<file path="config.mk">
export PLATFORM = sky130hd
export DESIGN_NAME = fetch_sequencer_flat
export DESIGN_NICKNAME = d
export VERILOG_FILES = /design/src/rtl/fetch_sequencer_pkg.sv /design/src/rtl/fetch_sequencer_if.sv /design/src/rtl/fetch_sequencer_sat_counter.sv /design/src/rtl/fetch_sequencer.sv /design/src/flat_wrapper.sv
export SDC_FILE = /design/constraint.sdc
export NUM_CORES = 1
export LEC_CHECK = 0
export BUFFER_PORTS_ARGS = -buffer_cell sky130_fd_sc_hd__buf_2
export CAP_MARGIN = 10
export CORE_ASPECT_RATIO = 1.4
export CORE_MARGIN = 4
export CORE_UTILIZATION = 45
export CTS_CLUSTER_DIAMETER = 50
export DETAILED_ROUTE_END_ITERATION = 6
export MAX_ROUTING_LAYER = met4
export PLACE_DENSITY_LB_ADDON = 0.08
export SYNTH_ARGS = -nofsm -noshare
export SYNTH_HDL_FRONTEND = slang
export SYNTH_SLANG_ARGS = --single-unit
</file>
<file path="constraint.sdc">
create_clock -name clk -period 3.1 [get_ports clk]
set_input_delay 0.465 -clock clk [delete_from_list [all_inputs] [get_ports clk]]
set_output_delay 0.465 -clock clk [all_outputs]
set_load 0.01 [all_outputs]
</file>
<file path="src/rtl/fetch_sequencer_pkg.sv">
`default_nettype none
// ============================================================================
//  Module      : fetch_sequencer_pkg
//  Description : Shared types and constants for the instruction-fetch front
//                end (fetch state encoding, opcode width, NOP/HALT words).
//  Revision    : 1.0 - initial release
// ============================================================================
package fetch_sequencer_pkg;

    localparam int OPCODE_W = 9;

    // Fetch sequencer states, explicitly encoded in three bits.
    typedef enum logic [2:0] {
        ST_IDLE  = 3'd0,
        ST_PRIME = 3'd1,
        ST_RUN   = 3'd2,
        ST_FLUSH = 3'd3,
        ST_DONE  = 3'd4
    } fetch_state_t;

    // Word presented to Control whenever no real instruction is on OPCODE.
    localparam logic [OPCODE_W-1:0] NOP_OPCODE  = 9'h000;

    // Encoding of the HALT instruction; used by test environments to build ROMs.
    localparam logic [OPCODE_W-1:0] HALT_OPCODE = 9'b0_0110_0000;

endpackage
`default_nettype wire

</file>
<file path="src/rtl/fetch_sequencer_if.sv">
`default_nettype none
// ============================================================================
//  Module      : fetch_sequencer_if
//  Description : Bundle of the fetch front end's ROM, Control and datapath
//                signals. The master side is the fetch sequencer itself.
//  Revision    : 1.0 - initial release
// ============================================================================
interface fetch_sequencer_if #(
    parameter int PC_W  = 8,
    parameter int CNT_W = 16
);
    import fetch_sequencer_pkg::*;

    logic                start;
    logic [PC_W-1:0]     start_addr;
    logic [PC_W-1:0]     iaddr;
    logic [OPCODE_W-1:0] idata;
    logic [OPCODE_W-1:0] opcode;
    logic                instr_valid;
    logic                branch_taken;
    logic [PC_W-1:0]     branch_target;
    logic                halt;
    logic                done;
    logic [CNT_W-1:0]    instr_count;

    modport master (
        input  start, start_addr, idata, branch_taken, branch_target, halt,
        output iaddr, opcode, instr_valid, done, instr_count
    );

    modport slave (
        output start, start_addr, idata, branch_taken, branch_target, halt,
        input  iaddr, opcode, instr_valid, done, instr_count
    );

endinterface
`default_nettype wire

</file>
<file path="src/rtl/fetch_sequencer_sat_counter.sv">
`default_nettype none
// ============================================================================
//  Module      : sat_counter
//  Description : Up-counter with synchronous clear that sticks at all-ones
//                instead of wrapping. Clear has priority over increment.
//  Revision    : 1.0 - initial release
// ============================================================================
module sat_counter #(
    parameter int WIDTH = 16
) (
    input  wire logic             clk,
    input  wire logic             rst_n,
    input  wire logic             inc,
    input  wire logic             clr,
    output      logic [WIDTH-1:0] count
);

    logic [WIDTH-1:0] r_count;

    // Count register: clear, saturating increment, otherwise hold.
    always_ff @(posedge clk or negedge rst_n) begin
        if (!rst_n) begin
            r_count <= '0;
        end else if (clr) begin
            r_count <= '0;
        end else if (inc && (r_count != '1)) begin
            r_count <= r_count + 1'b1;
        end
    end

    assign count = r_count;

endmodule
`default_nettype wire

</file>
<file path="src/rtl/fetch_sequencer.sv">
`default_nettype none
// ============================================================================
//  Module      : fetch_sequencer
//  Description : Instruction-fetch front end. Owns the PC, addresses the
//                synchronous ROM, presents OPCODE/INSTR_VALID to Control and
//                applies the resolved branch/halt outcome (one bubble per
//                taken branch). Counts retired instructions.
//  Revision    : 1.0 - initial release
// ============================================================================
module fetch_sequencer
    import fetch_sequencer_pkg::*;
#(
    parameter int PC_W  = 8,
    parameter int CNT_W = 16
) (
    input  wire logic       clk,
    input  wire logic       rst_n,
    fetch_sequencer_if.master bus
);

    fetch_state_t     r_state;
    fetch_state_t     w_state_next;
    logic [PC_W-1:0]  r_pc;
    logic [PC_W-1:0]  w_pc_next;
    logic             w_instr_valid;
    logic             w_done;
    logic             w_cnt_inc;
    logic             w_cnt_clr;
    logic [CNT_W-1:0] w_count;

    // State register.
    always_ff @(posedge clk or negedge rst_n) begin
        if (!rst_n) begin
            r_state <= ST_IDLE;
        end else begin
            r_state <= w_state_next;
        end
    end

    // PC register; it is also the ROM read address.
    always_ff @(posedge clk or negedge rst_n) begin
        if (!rst_n) begin
            r_pc <= '0;
        end else begin
            r_pc <= w_pc_next;
        end
    end

    // Next-state logic: branch/halt only matter while a real instruction is shown.
    always_comb begin
        w_state_next = r_state;
        case (r_state)
            ST_IDLE, ST_DONE: begin
                if (bus.start) begin
                    w_state_next = ST_PRIME;
                end
            end
            ST_PRIME: w_state_next = ST_RUN;
            ST_RUN: begin
                if (bus.halt) begin
                    w_state_next = ST_DONE;
                end else if (bus.branch_taken) begin
                    w_state_next = ST_FLUSH;
                end
            end
            ST_FLUSH: w_state_next = ST_RUN;
            default:  w_state_next = ST_IDLE;
        endcase
    end

    // Per-state outputs and PC/counter control; PC arithmetic wraps at PC_W bits.
    always_comb begin
        w_pc_next     = r_pc;
        w_instr_valid = 1'b0;
        w_done        = 1'b0;
        w_cnt_inc     = 1'b0;
        w_cnt_clr     = 1'b0;
        case (r_state)
            ST_IDLE, ST_DONE: begin
                w_done = (r_state == ST_DONE);
                if (bus.start) begin
                    w_pc_next = bus.start_addr;
                    w_cnt_clr = 1'b1;
                end
            end
            ST_PRIME: w_pc_next = r_pc + 1'b1;
            ST_RUN: begin
                w_instr_valid = 1'b1;
                w_cnt_inc     = 1'b1;
                if (bus.halt) begin
                    w_pc_next = r_pc;
                end else if (bus.branch_taken) begin
                    w_pc_next = bus.branch_target;
                end else begin
                    w_pc_next = r_pc + 1'b1;
                end
            end
            ST_FLUSH: w_pc_next = r_pc + 1'b1;
            default: ;
        endcase
    end

    sat_counter #(
        .WIDTH (CNT_W)
    ) u_instr_count (
        .clk   (clk),
        .rst_n (rst_n),
        .inc   (w_cnt_inc),
        .clr   (w_cnt_clr),
        .count (w_count)
    );

    assign bus.iaddr       = r_pc;
    assign bus.instr_valid = w_instr_valid;
    assign bus.opcode      = w_instr_valid ? bus.idata : NOP_OPCODE;
    assign bus.done        = w_done;
    assign bus.instr_count = w_count;

endmodule
`default_nettype wire

</file>
<file path="src/flat_wrapper.sv">
// flat-port wrapper written by rule: the top's interface ports become plain ports
module fetch_sequencer_flat import fetch_sequencer_pkg::*;
#(
    parameter int PC_W  = 8,
    parameter int CNT_W = 16
)
  (clk, rst_n, bus_start, bus_start_addr, bus_idata, bus_branch_taken, bus_branch_target, bus_halt, bus_iaddr, bus_opcode, bus_instr_valid, bus_done, bus_instr_count);
  fetch_sequencer_if #(.PC_W(PC_W), .CNT_W(CNT_W)) bus_i ();
  input  wire logic clk;
  input  wire logic rst_n;
  input wire logic [$bits(bus_i.start)-1:0] bus_start;
  input wire logic [$bits(bus_i.start_addr)-1:0] bus_start_addr;
  input wire logic [$bits(bus_i.idata)-1:0] bus_idata;
  input wire logic [$bits(bus_i.branch_taken)-1:0] bus_branch_taken;
  input wire logic [$bits(bus_i.branch_target)-1:0] bus_branch_target;
  input wire logic [$bits(bus_i.halt)-1:0] bus_halt;
  output wire logic [$bits(bus_i.iaddr)-1:0] bus_iaddr;
  output wire logic [$bits(bus_i.opcode)-1:0] bus_opcode;
  output wire logic [$bits(bus_i.instr_valid)-1:0] bus_instr_valid;
  output wire logic [$bits(bus_i.done)-1:0] bus_done;
  output wire logic [$bits(bus_i.instr_count)-1:0] bus_instr_count;
  assign bus_i.start = bus_start;
  assign bus_i.start_addr = bus_start_addr;
  assign bus_i.idata = bus_idata;
  assign bus_i.branch_taken = bus_branch_taken;
  assign bus_i.branch_target = bus_branch_target;
  assign bus_i.halt = bus_halt;
  assign bus_iaddr = bus_i.iaddr;
  assign bus_opcode = bus_i.opcode;
  assign bus_instr_valid = bus_i.instr_valid;
  assign bus_done = bus_i.done;
  assign bus_instr_count = bus_i.instr_count;
  fetch_sequencer #(.PC_W(PC_W), .CNT_W(CNT_W)) u_core (.clk(clk), .rst_n(rst_n), .bus(bus_i));
endmodule
</file>
* Word-level counts from Yosys, hierarchy flattened
Cells that the tools add are included.
Word-level totals: memories kept 0, word-level logic and storage cells 36, register bits after elaboration 27, input bits 30, memory bits (read-only) 0, bits in latches 0, memory bits (writable) 0, output and inout port bits 35
Operators by class: bitwise logic cells 0, multipliers 0, $add $sub $neg 2, shift-type cells 0, muxes and demuxes 15, equality and inequality tests 8, reductions and logical operators 8, divide/modulo/power cells 0, $lt $le $gt $ge 0
Operator list (number):
- $mux W16 | 2
- $mux W8 | 3
- $pmux W8 S3 | 1
- $add A16 B1 Y16 const B | 1
- $ne A16 B16 Y1 const B | 1
- $mux W3 | 3
- $mux W9 | 1
- $pmux W3 S3 | 1
- $add A8 B1 Y8 const B | 1
- $eq A3 B2 Y1 const B | 2
- $mux W1 | 4
- $ne A2 B2 Y1 const B | 2
- $reduce_or A2 Y1 | 2
- $eq A3 B1 Y1 const B | 1
- $eq A3 B3 Y1 const B | 1
- $logic_not A3 Y1 | 1
- $ne A3 B3 Y1 const B | 1
- $reduce_and A3 Y1 | 1
- $reduce_bool A3 Y1 | 1
- $reduce_and A2 Y1 | 1
- $reduce_bool A2 Y1 | 1
- $logic_and A1 B1 Y1 | 1

* Depth between registers and ports, before layout
Gate-level depths: netlist of the first run.
depth in word-level cells 5, mapped depth 8, mapped depth without buffers 6

* Hierarchy
A second synthesis of the first run with hierarchy kept.
Second synthesis, totals: cell total of the unflattened synthesis 210, area, all modules 1876.8 um^2
By module, submodules not included:
- sat_counter | times used 1, sequential area each 400.4 um^2, area an instance 942.2 um^2, cells an instance 98
- fetch_sequencer | times used 1, sequential area each 275.3 um^2, area an instance 934.6 um^2, cells an instance 112

* Least setup slack after synthesis of the first run
OpenSTA, ideal clock, no wires.
path type register to register, start point register u_core.u_instr_count.r_count[0] (netlist: u_core.u_instr_count.count[0]), end point register u_core.u_instr_count.r_count[14] (netlist: u_core.u_instr_count.count[14]), setup slack 1.144 ns, stages on the path, launching flop included 6, buffers on the path 0, arrival 1.878 ns, data required time 3.022 ns, library setup time 0.078 ns, period minus slack after synthesis 1.956 ns, cell sequence dfrtp_1 -> ha_1 -> nand2_1 -> or4_4 -> or4_1 -> a21oi_1
On the way: cells in the longest elaborated chain, start to end 3, elaborated cells between the ends (all ways) 6, those cells by class 1 x add/sub; 1 x eq/ne; 2 x mux; 2 x reduce/logical
Ends and longest elaborated chain:
- from (decl) | RTL line fetch_sequencer_sat_counter.sv:18 | logic [WIDTH-1:0] r_count;
- from (signal assigned) | RTL line fetch_sequencer_sat_counter.sv:27 | r_count <= r_count + 1'b1;
- $add A16 B1 Y16 or $ne A16 B16 Y1 (tied branches) | RTL line fetch_sequencer_sat_counter.sv:27, fetch_sequencer_sat_counter.sv:26
- $mux W16 or $logic_and A1 B1 Y1 (tied branches) | RTL line fetch_sequencer_sat_counter.sv:26 | end else if (inc && (r_count != '1)) begin
- $mux W16 or $reduce_bool A2 Y1 (tied branches)
Parallel ways exist; a longest one is shown, timed or not. The select of a mux whose other input is x is not followed. A chain may end at the register's enable or synchronous reset.

* Final worst setup path of the first run
start point register u_core.r_state[1], end point output port bus_opcode[8]
On the way: cells in the longest elaborated chain, start to end 3
Ends and longest elaborated chain:
- from (decl) | RTL line fetch_sequencer.sv:21 | fetch_state_t r_state;
- from (signal assigned) | RTL line fetch_sequencer.sv:36 | r_state <= w_state_next;
- $eq A3 B2 Y1 | RTL line fetch_sequencer.sv:78 | case (r_state)
- $mux W1 | RTL line fetch_sequencer.sv:78
- $mux W9 | RTL line fetch_sequencer.sv:115 | assign bus.opcode = w_instr_valid ? bus.idata : NOP_OPCODE;
- to (decl) | RTL line flat_wrapper.sv:18 | output wire logic [$bits(bus_i.opcode)-1:0] bus_opcode;
Every way passes these cells.

==> flow_summary.ini, run 1 <==
[clock_tree]
cts_setup_buffers = 0
cts_tree = done
clkLatencyLatePin_ps = 270
cts_num_sinks = 27
cts_buffers = 3
cts_resized = 0
cts_root_buf = clkbuf_8
clockBufferDepth = 2
htree_levels = 1
clk_pin_slew_ps = 90
postCtsHoldBufs = 0

[detailed_routing]
drtIter0Drc = 93
dr.pass1.iters = 4
vias = 1786
post-route-drc-count = 0
ant_nets = 0
avgViaCountPerCell = 5.86
drt_wl_total_um = 4850
wl_per_cell_um = 15.9

[global_route]
antenna_found_initial = 0
grt_overflow = 0
grt_first_pass_wirelength_um = 7900
track_usage_pct = 21.0
grt_pass1_vias = 1723
grt_max_degree = 28

[placed_design]
hpwl_um = 3710
dpl.cell_count = 301
post-place-ws_ps = 883
port_buffers = 64
gp_congestion = 0.922

[synth]
synth_async_sr_flop_share_pct = 100
netlist_instances = 202
synth_top_area_cell = dfrtp_1
synthTopCellsByArea = dfrtp_1 (38%), mux2i_1 (4.0%), and2_1 (3.9%), nand2_1 (3.6%), nand3_1 (3.1%)
synth_seq_area_share_pct = 38.3
synthesis.nets = 234
synth_edf_count = 0
ys_types = 39
synth_top_area_share_pct = 38.3
syn-cell-area_um2 = 1760
synth_warnings = 0
avgSynthCellArea_um2 = 8.73
synth_common_cells = dfrtp_1 (27), nand2_1 (17), and2_1 (11), nand3_1 (11), clkbuf_1 (10)
ys.flop_type = dfrtp_1
synth_seq_cells = 27
synth_most_common_cell = dfrtp_1

[power]
p_clk_share_pct = 13.0
p_sw_share_pct = 43.7
p_seq_share_pct = 36.5
p_int_w = 0.000866
p_leak_nw = 1.03
p_comb_share_pct = 50.6
power_per_cell_area_nw_per_um2 = 708
switchingPower_w = 0.000671
ir_drop_mv = 0.502

[setup_path]
cpLargestDelayFamily = flip-flops
cp_data_arrival_time_ps = 2060
slowest_stage = dfrtp_1
cp.buffers_inverters = 3
cp.required_ps = 2630
worst_path_largest_cell_delay_ps = 610
cp-end-kind = output port
path_max_fanout = 19
cp_cell_sequence = nand3_1 > inv_1 > buf_4 > and2_1 > buf_2
cp-start-kind = register
worstSetupPathType = reg2out

[cells_and_area]
drive_above_1_share_pct = 30.0
layoutNonFillerInstCount = 305
fillers = 365
area_growth_pct = 23.1
final_nets = 296
diodes = 0

[floorplan]
row_count = 26
fp.dieW_um = 60.9
io_pins = 65
fp.dieH_um = 82.1
dieArea_um2 = 5000
start_util_pct = 47.6
core_um2 = 3710

[min_path]
hold_class = in2async

[run_status]
status = finished, final reports clean

[sta]
tightestPinTransition_ps = 648
rsz0062_at_grt = false
min_period_ps = 2520
final.setup.tns_ps = 0
timing.final.crit_share_pct = 81.4
slew_headroom_pct = 56.4
slew_viol_final = 0
setup_violations = 0
clock.fmax_mhz = 396
hold_violations = 0
fin_ws_ps = 576
fin_skew_ps = 2.15

[flow_run]
cap_violations = 0
[through the flow]
step / cell area (µm²) / hold WS (ps) / total power [W] / util [%]
5_1_grt: 2170 / 238 / 0.00167 / 58.6
2_1_floorplan: 1760 / 169 / 0.00107 / -
3_3_place_gp: 2130 / 508 / 0.00134 / 57.4
3_5_place_dp: 2130 / 510 / 0.00134 / 57.4
4_1_cts: 2170 / 220 / 0.00155 / 58.6
6_report: 2170 / 201 / 0.00154 / 58.6
[power groups by stage]
stage	Clock (W)	Sequential (W)	Combinational [W]
after global placement	0	0.000566	0.000776
final	0.000199	0.000560	0.000778
after detailed placement	0	0.000563	0.000780
after global routing	0.000220	0.000580	0.000873
after floorplan	0	0.000546	0.000528
after CTS	0.000208	0.000558	0.000784
[metal layers]
layer / routed length [µm] / up-vias / part of all wire [%] / global-route usage, %
met5: 0 / - / 0 / -
met4: 55 / 0 / 1.1 / 5.42
met3: 224 / 6 / 4.6 / 2.04
met2: 2560 / 51 / 53 / 35.4
met1: 2020 / 837 / 42 / 26.5
li1: - / 892 / - / -
[registers in the layout, summed over array words and instances (netlist names)]
name                        count
u_core.u_instr_count.count     16
u_core.bus.iaddr                8
u_core.r_state                  3
[logic make-up after synthesis]
group           count (synthesis)  share of synthesized area (%)
mux                             9                           5.25
simple gates                   92                           30.0
compound gates                 55                           21.3
fa+ha+maj                       2                           1.42
buf+inv                        17                           3.76
flops                          27                           38.3
[path summary, 6_finish.rpt]
path / startpoint / to / slack, ps / depth (start not counted)
min in group clk: bus_halt / u_core.r_state[2] / 500 / 3
max in group asynchronous: rst_n / u_core.bus.iaddr[4] / 2500 / 1
worst min register to register: u_core.bus.iaddr[7] / u_core.bus.iaddr[7] / 540 / 1
worst min-delay path: rst_n / u_core.u_instr_count.count[13] / 200 / 1
worst max-delay path: u_core.r_state[1] / bus_opcode[8] / 580 / 5
worst max register to register: u_core.r_state[1] / u_core.u_instr_count.count[11] / 820 / 5
[area by class of cell]
class	count	area [µm²]	area share (%)
clock buffer	4	45.0	2.07
inverter	5	18.8	0.864
multi-input combinational	158	1020	47.1
sequential	27	676	31.1
tap	42	52.6	2.42
timing repair buffer	69	358	16.5
[cells in the final DEF (no fill, tap or decap), types with 6 or more instances in the layout]
cell type	count
buf_2	64
dfrtp_1	27
nand2_1	17
nand3_1	11
and2_1	11
a21oi_1	9
o21ai_0	8
mux2i_1	7
o31ai_1	7
nand4_1	6
nor2_1	6
nand2b_1	6
nor2b_1	6
a22o_1	6
Power figures use the tool's default switching activity.
==> run 2: changes to the inputs <==
--- a/config.mk
+++ b/config.mk
@@ -5,6 +5,7 @@
 export SDC_FILE = /design/constraint.sdc
 export NUM_CORES = 1
 export LEC_CHECK = 0
+export ABC_AREA = 1
 export BUFFER_PORTS_ARGS = -buffer_cell sky130_fd_sc_hd__buf_2
 export CAP_MARGIN = 10
 export CORE_ASPECT_RATIO = 1.4
==> constraint.sdc (replaced) <==
create_clock -name clk -period 2.3 [get_ports clk]
set_input_delay 0.345 -clock clk [delete_from_list [all_inputs] [get_ports clk]]
set_output_delay 0.345 -clock clk [all_outputs]
set_load 0.01 [all_outputs]
==> run 2 against run 1 <==
Against the previous run:
- global-route usage down 0.46 points
- worst hold slack got worse by 120 ps
- cell area up 7.7%
- first-iteration DRC count decreased by 37%
- synthesized area up 9.4%
- largest cell class unchanged
- power increased by 61%
- clock power rose by 37%
- critical endpoint is now bus_instr_valid
- wire length is 5.8% higher
- clock skew up 0.60 ps
==> flow_summary.ini, run 2 <==
[power]
p_leak_nw = 1.29
ir_drop_mv = 0.511
power_per_cell_area_nw_per_um2 = 1060

[synth]
netlist_instances = 302
synth_most_common_cell = nand2_1
synthTopCellsByArea = dfrtp_1 (35%), nand2_1 (17%), nor2_1 (12%), nand3_1 (7.8%), inv_1 (7.0%)
ys.flop_type = dfrtp_1
synth_warnings = 0
ys_types = 29
synth_top_area_cell = dfrtp_1
synthSimpleGateAreaFrac_pct = 43.4
synth_common_cells = nand2_1 (86), nor2_1 (60), inv_1 (36), nand3_1 (30), dfrtp_1 (27)
synthesis.nets = 334
synth_compound_area_share_pct = 7.13
synth_edf_count = 0
synth_async_sr_flop_share_pct = 100
avgSynthCellArea_um2 = 6.39
synth_top_family_by_area = simple AND/OR/NAND/NOR gates
syn-cell-area_um2 = 1930
synth_seq_area_share_pct = 35.0
synth_top_area_share_pct = 35.0
synthAdderAreaFrac_pct = 1.30
synth_seq_cells = 27
synth.area.mux_share_pct = 0
synth_xor_area_share_pct = 3.63

[floorplan]
fp.dieW_um = 63.4
fp.dieH_um = 85.5
row_count = 27
start_util_pct = 47.6
dieArea_um2 = 5420
io_pins = 65
core_um2 = 4050

[cells_and_area]
layout.cells.most_common = nand2_1
final_nets = 401
largest_reg_flops = 16
layout_common_cells = nand2_1 (86), buf_2 (64), nor2_1 (60), inv_1 (36), nand3_1 (30)
drive_above_1_share_pct = 23.4
area_growth_pct = 21.1
diodes = 0
layoutNonFillerInstCount = 411

[clock_tree]
htree_levels = 1
cts_resized = 0
cts_root_buf = clkbuf_8
postCtsHoldBufs = 0
cts_tree = done
cts_buffers = 3
clockBufferDepth = 2
cts_num_sinks = 27
cts_setup_buffers = 0
clkLatencyLatePin_ps = 270
clk_pin_slew_ps = 90

[setup_path]
worstSetupPathType = reg2out
cp-start-kind = register
path_max_fanout = 18
cp-end-kind = output port
reg2reg_slack_ps = 590
cp_data_arrival_time_ps = 1480
cp.required_ps = 1960

[detailed_routing]
dr.pass1.iters = 4
avgViaCountPerCell = 5.03
wl_per_cell_um = 12.5
vias = 2067
drt_wl_total_um = 5140
post-route-drc-count = 0
ant_nets = 0
drtIter0Drc = 59

[sta]
rsz0062_at_grt = false
fin_skew_ps = 2.75
setup_violations = 0
tightestPinTransition_ps = 616
whs_ps = 76.4
slew_viol_final = 0
min_period_ps = 1820
hold_violations = 0
clock.fmax_mhz = 549
slew_headroom_pct = 58.9
timing.final.crit_share_pct = 79.2
final.setup.tns_ps = 0

[global_route]
antenna_found_initial = 0
grt_overflow = 0
grt_max_degree = 28
grt_pass1_vias = 2067
track_usage_pct = 20.5
grt_first_pass_wirelength_um = 8760

[min_path]
hold_class = in2async

[placed_design]
hpwl_um = 4090
port_buffers = 64
gp_congestion = 0.890
dpl.cell_count = 407

[run_status]
status = finished, final reports clean

[flow_run]
cap_violations = 0
[run 2: layout make-up]
class	count	area (µm²)
fillers	418	1720
multi-input cells	229	1070
clock buffers	4	45.0
repair buffers	66	335
inverters	42	158
well taps	43	53.8
flip-flops and latches	27	676
[run 2: critical path, stage by stage, from the launching register on]
cell and delay [ps]:
dfrtp_1 400, inv_2 110, nand3_2 320, inv_2 220, buf_2 160
[run 2: cells by family (layout without fill, tap and decap cells)]
logic type / Yosys count / count (layout)
AND/OR/NAND/NOR: 197 / 197
buffers and inverters: 46 / 112
flip-flops: 27 / 27
AO/OA/AOI/OAI: 22 / 22
XOR/XNOR: 8 / 8
adder cells (fa/ha/maj): 2 / 2
[run 2: per-layer routing]
| metal | routed length (µm) | global-route usage, % | up-vias | share of wire [%] |
|---|---|---|---|---|
| li1 | - | - | 1078 | - |
| met1 | 2050 | 21.5 | 923 | 40 |
| met2 | 2740 | 39.4 | 55 | 53 |
| met3 | 210 | 1.31 | 11 | 4.1 |
| met4 | 129 | 7.86 | 0 | 2.5 |
| met5 | 0 | - | - | 0 |
[run 2: worst paths after layout]
check	startpoint	end	cells after the start
hold / removal	rst_n	u_core.u_instr_count.count[2]	1
min in group clk	bus_start_addr[2]	u_core.bus.iaddr[2]	3
setup reg to reg	u_core.u_instr_count.count[0]	u_core.u_instr_count.count[14]	9
max in group asynchronous	rst_n	u_core.bus.iaddr[0]	1
hold reg to reg	u_core.r_state[2]	u_core.r_state[2]	2
setup / recovery	u_core.r_state[2]	bus_instr_valid	4
[run 2: per-stage QoR]
step           worst slack, ps  instance area (µm²)  utilization [%]  total power [W]
3_3_place_gp               627                 2290             56.6          0.00221
3_5_place_dp               606                 2290             56.6          0.00223
4_1_cts                    473                 2340             57.7          0.00251
5_1_grt                    364                 2340             57.7          0.00275
2_1_floorplan              770                 1930                -          0.00179
6_report                   479                 2340             57.7          0.00248
[run 2: power breakdown]
group | switching [W] | internal, W
combinational | 0.000932 | 0.000523
sequential | 0.000145 | 0.000605
clock | 0.000148 | 0.000124
==> run 3: changes to the inputs <==
--- a/config.mk
+++ b/config.mk
@@ -5,12 +5,12 @@
 export SDC_FILE = /design/constraint.sdc
 export NUM_CORES = 1
 export LEC_CHECK = 0
-export ABC_AREA = 1
+export ABC_AREA = 0
 export BUFFER_PORTS_ARGS = -buffer_cell sky130_fd_sc_hd__buf_2
 export CAP_MARGIN = 10
 export CORE_ASPECT_RATIO = 1.4
 export CORE_MARGIN = 4
-export CORE_UTILIZATION = 45
+export CORE_UTILIZATION = 44
 export CTS_CLUSTER_DIAMETER = 50
 export DETAILED_ROUTE_END_ITERATION = 6
 export MAX_ROUTING_LAYER = met4
==> constraint.sdc (replaced) <==
create_clock -name clk -period 1.5 [get_ports clk]
set_input_delay 0.225 -clock clk [delete_from_list [all_inputs] [get_ports clk]]
set_output_delay 0.225 -clock clk [all_outputs]
set_load 0.01 [all_outputs]
==> run 3 against run 2 <==
Against the previous run:
- the run now ends with setup timing left
- utilization up 20 points
- critical path depth up 1
- via count up 5.3%
- clock power up 64%
- critical endpoint is now u_core.u_instr_count.count[14]
- wire length up 25%
- global-route usage up 4.9 points
- non-clock buffer count up 70
- sequential share of layout area down 6.5 points
==> flow_summary.ini, run 3 (synthesis gave the netlist of run 1 again) <==
[floorplan]
row_count = 27
io_pins = 65
fp.dieH_um = 82.9
fp.dieW_um = 61.5
start_util_pct = 45.0
core_um2 = 3920
dieArea_um2 = 5100

[cells_and_area]
drive_above_1_share_pct = 58.5
fillers = 284
diodes = 0
layout.cells.most_common = buf_4
largest_reg_flops = 16
layoutNonFillerInstCount = 373
final_util_pct = 77.9
layout_common_cells = buf_4 (57), buf_2 (54), buf_6 (23), dfrtp_1 (20), nand2_1 (16)
area_growth_pct = 73.0
final_nets = 363

[sta]
clock.fmax_mhz = 575
slew_viol_final = 0
fin_ws_ps = -239
slew_headroom_pct = 57.1
whs_ps = 221
min_period_ps = 1740
timing.final.crit_share_pct = 116
setup_violations = 26
hold_violations = 0
fin_skew_ps = 4.02
rsz0062_at_grt = true
tightestPinTransition_ps = 643

[clock_tree]
htree_levels = 1
cts_buffers = 3
clkLatencyLatePin_ps = 280
clk_pin_slew_ps = 100
cts_num_sinks = 27
clockBufferDepth = 2
cts_tree = done
cts_root_buf = clkbuf_8

[global_route]
grt_max_degree = 28
antenna_found_initial = 0
track_usage_pct = 25.4
grt_overflow = 0
grt_pass1_vias = 2172
grt_first_pass_wirelength_um = 9900

[power]
power_per_cell_area_nw_per_um2 = 1480
ir_drop_mv = 1.21
p_leak_nw = 1.48

[setup_path]
worstSetupPathType = reg2reg
cp.required_ps = 1720
path_max_fanout = 4
cp_cell_sequence = ha_4 > nand2_4 > or4_4 > or4_4 > a21oi_2
reg2reg_slack_ps = -240
cp-end-kind = register
cp.buffers_inverters = 0
cp-start-kind = register
crit_top_cell = or4_4
r2r-start = u_core.u_instr_count.count[0]
slowest_stage = or4_4
worst_path_largest_cell_delay_ps = 530
cp_data_arrival_time_ps = 1960
cpLargestDelayFamily = simple AND/OR/NAND/NOR gates
r2r_cells = 5
r2r_end = u_core.u_instr_count.count[14]

[min_path]
whs_path_depth = 3
hold_class = in2reg
holdPathEnd = u_core.r_state[2]
min_from = bus_halt

[flow_run]
cap_violations = 0

[detailed_routing]
dr.pass1.iters = 4
vias = 2176
ant_nets = 0
avgViaCountPerCell = 5.83
drtIter0Drc = 140
wl_per_cell_um = 17.2
drt_wl_total_um = 6420
post-route-drc-count = 0

[placed_design]
dpl.cell_count = 352
port_buffers = 64
hpwl_um = 4310
post-place-ws_ps = -221
gp_congestion = 0.880

[run_status]
violations = setup timing
status = complete, but fails checks
run 3: cell count changes in the layout (fill, tap and decap cells not counted), moves of 22 or more:
cell,delta
nand2_1,-70
buf_4,+55
nor2_1,-55
inv_1,-34
buf_6,+23
nand3_1,-22
run 3: worst max path at each step:
stage | start | end | cells past startpoint
floorplan | u_core.u_instr_count.count[0] | u_core.u_instr_count.count[14] | 5
global placement | u_core.u_instr_count.count[1] | u_core.u_instr_count.count[14] | 5
detailed placement | u_core.u_instr_count.count[1] | u_core.u_instr_count.count[14] | 5
CTS | u_core.u_instr_count.count[1] | u_core.u_instr_count.count[14] | 5
global route | u_core.u_instr_count.count[0] | u_core.u_instr_count.count[14] | 5
finish | u_core.u_instr_count.count[0] | u_core.u_instr_count.count[14] | 5
run 3: repair_timing:
action / CTS / global route
buffers inserted: 9 / 5
pin swaps: 23 / 16
endpoints found under the hold margin: 27 / 0
gates cloned: 3 / 0
setup endpoints to repair: 33 / 35
hold buffers: 1 / 0
resized for setup: 47 / 36
run 3: worst min-delay path, stage by stage:
cell     delay [ps]
buf_2           100
a31oi_1          70
nor2_1           80
run 3: layout make-up:
class | count | area (µm²) | area share (%)
Clock buffer | 3 | 41.3 | 1.35
Clock inverter | 1 | 7.51 | 0.246
Inverter | 5 | 18.8 | 0.615
Multi-Input combinational cell | 158 | 1260 | 41.4
Sequential cell | 27 | 684 | 22.4
Tap cell | 43 | 53.8 | 1.76
Timing Repair Buffer | 136 | 982 | 32.2
run 3: report_power, final:
group	internal (W)	switching [W]	total, W
clock	0.000189	0.000258	0.000447
sequential	0.000908	0.000159	0.00107
combinational	0.00157	0.00143	0.00300
run 3: routing by layer:
layer	routed length, µm	track usage, %	part of all wire [%]	up-vias
met5	0	-	0	-
met4	223	10.6	3.5	0
met3	306	2.49	4.8	18
met2	3620	44.2	56	84
met1	2270	28.1	35	1045
li1	-	-	-	1029
run 3: stage by stage:
step | area (µm²) | setup TNS (ps) | total power (W)
floorplan | 1820 | -1120 | 0.00228
global placement | 2550 | -1480 | 0.00322
detailed placement | 2550 | -1880 | 0.00325
CTS | 2870 | -1900 | 0.00411
global route | 3050 | -4260 | 0.00480
finish | 3050 | -2230 | 0.00452
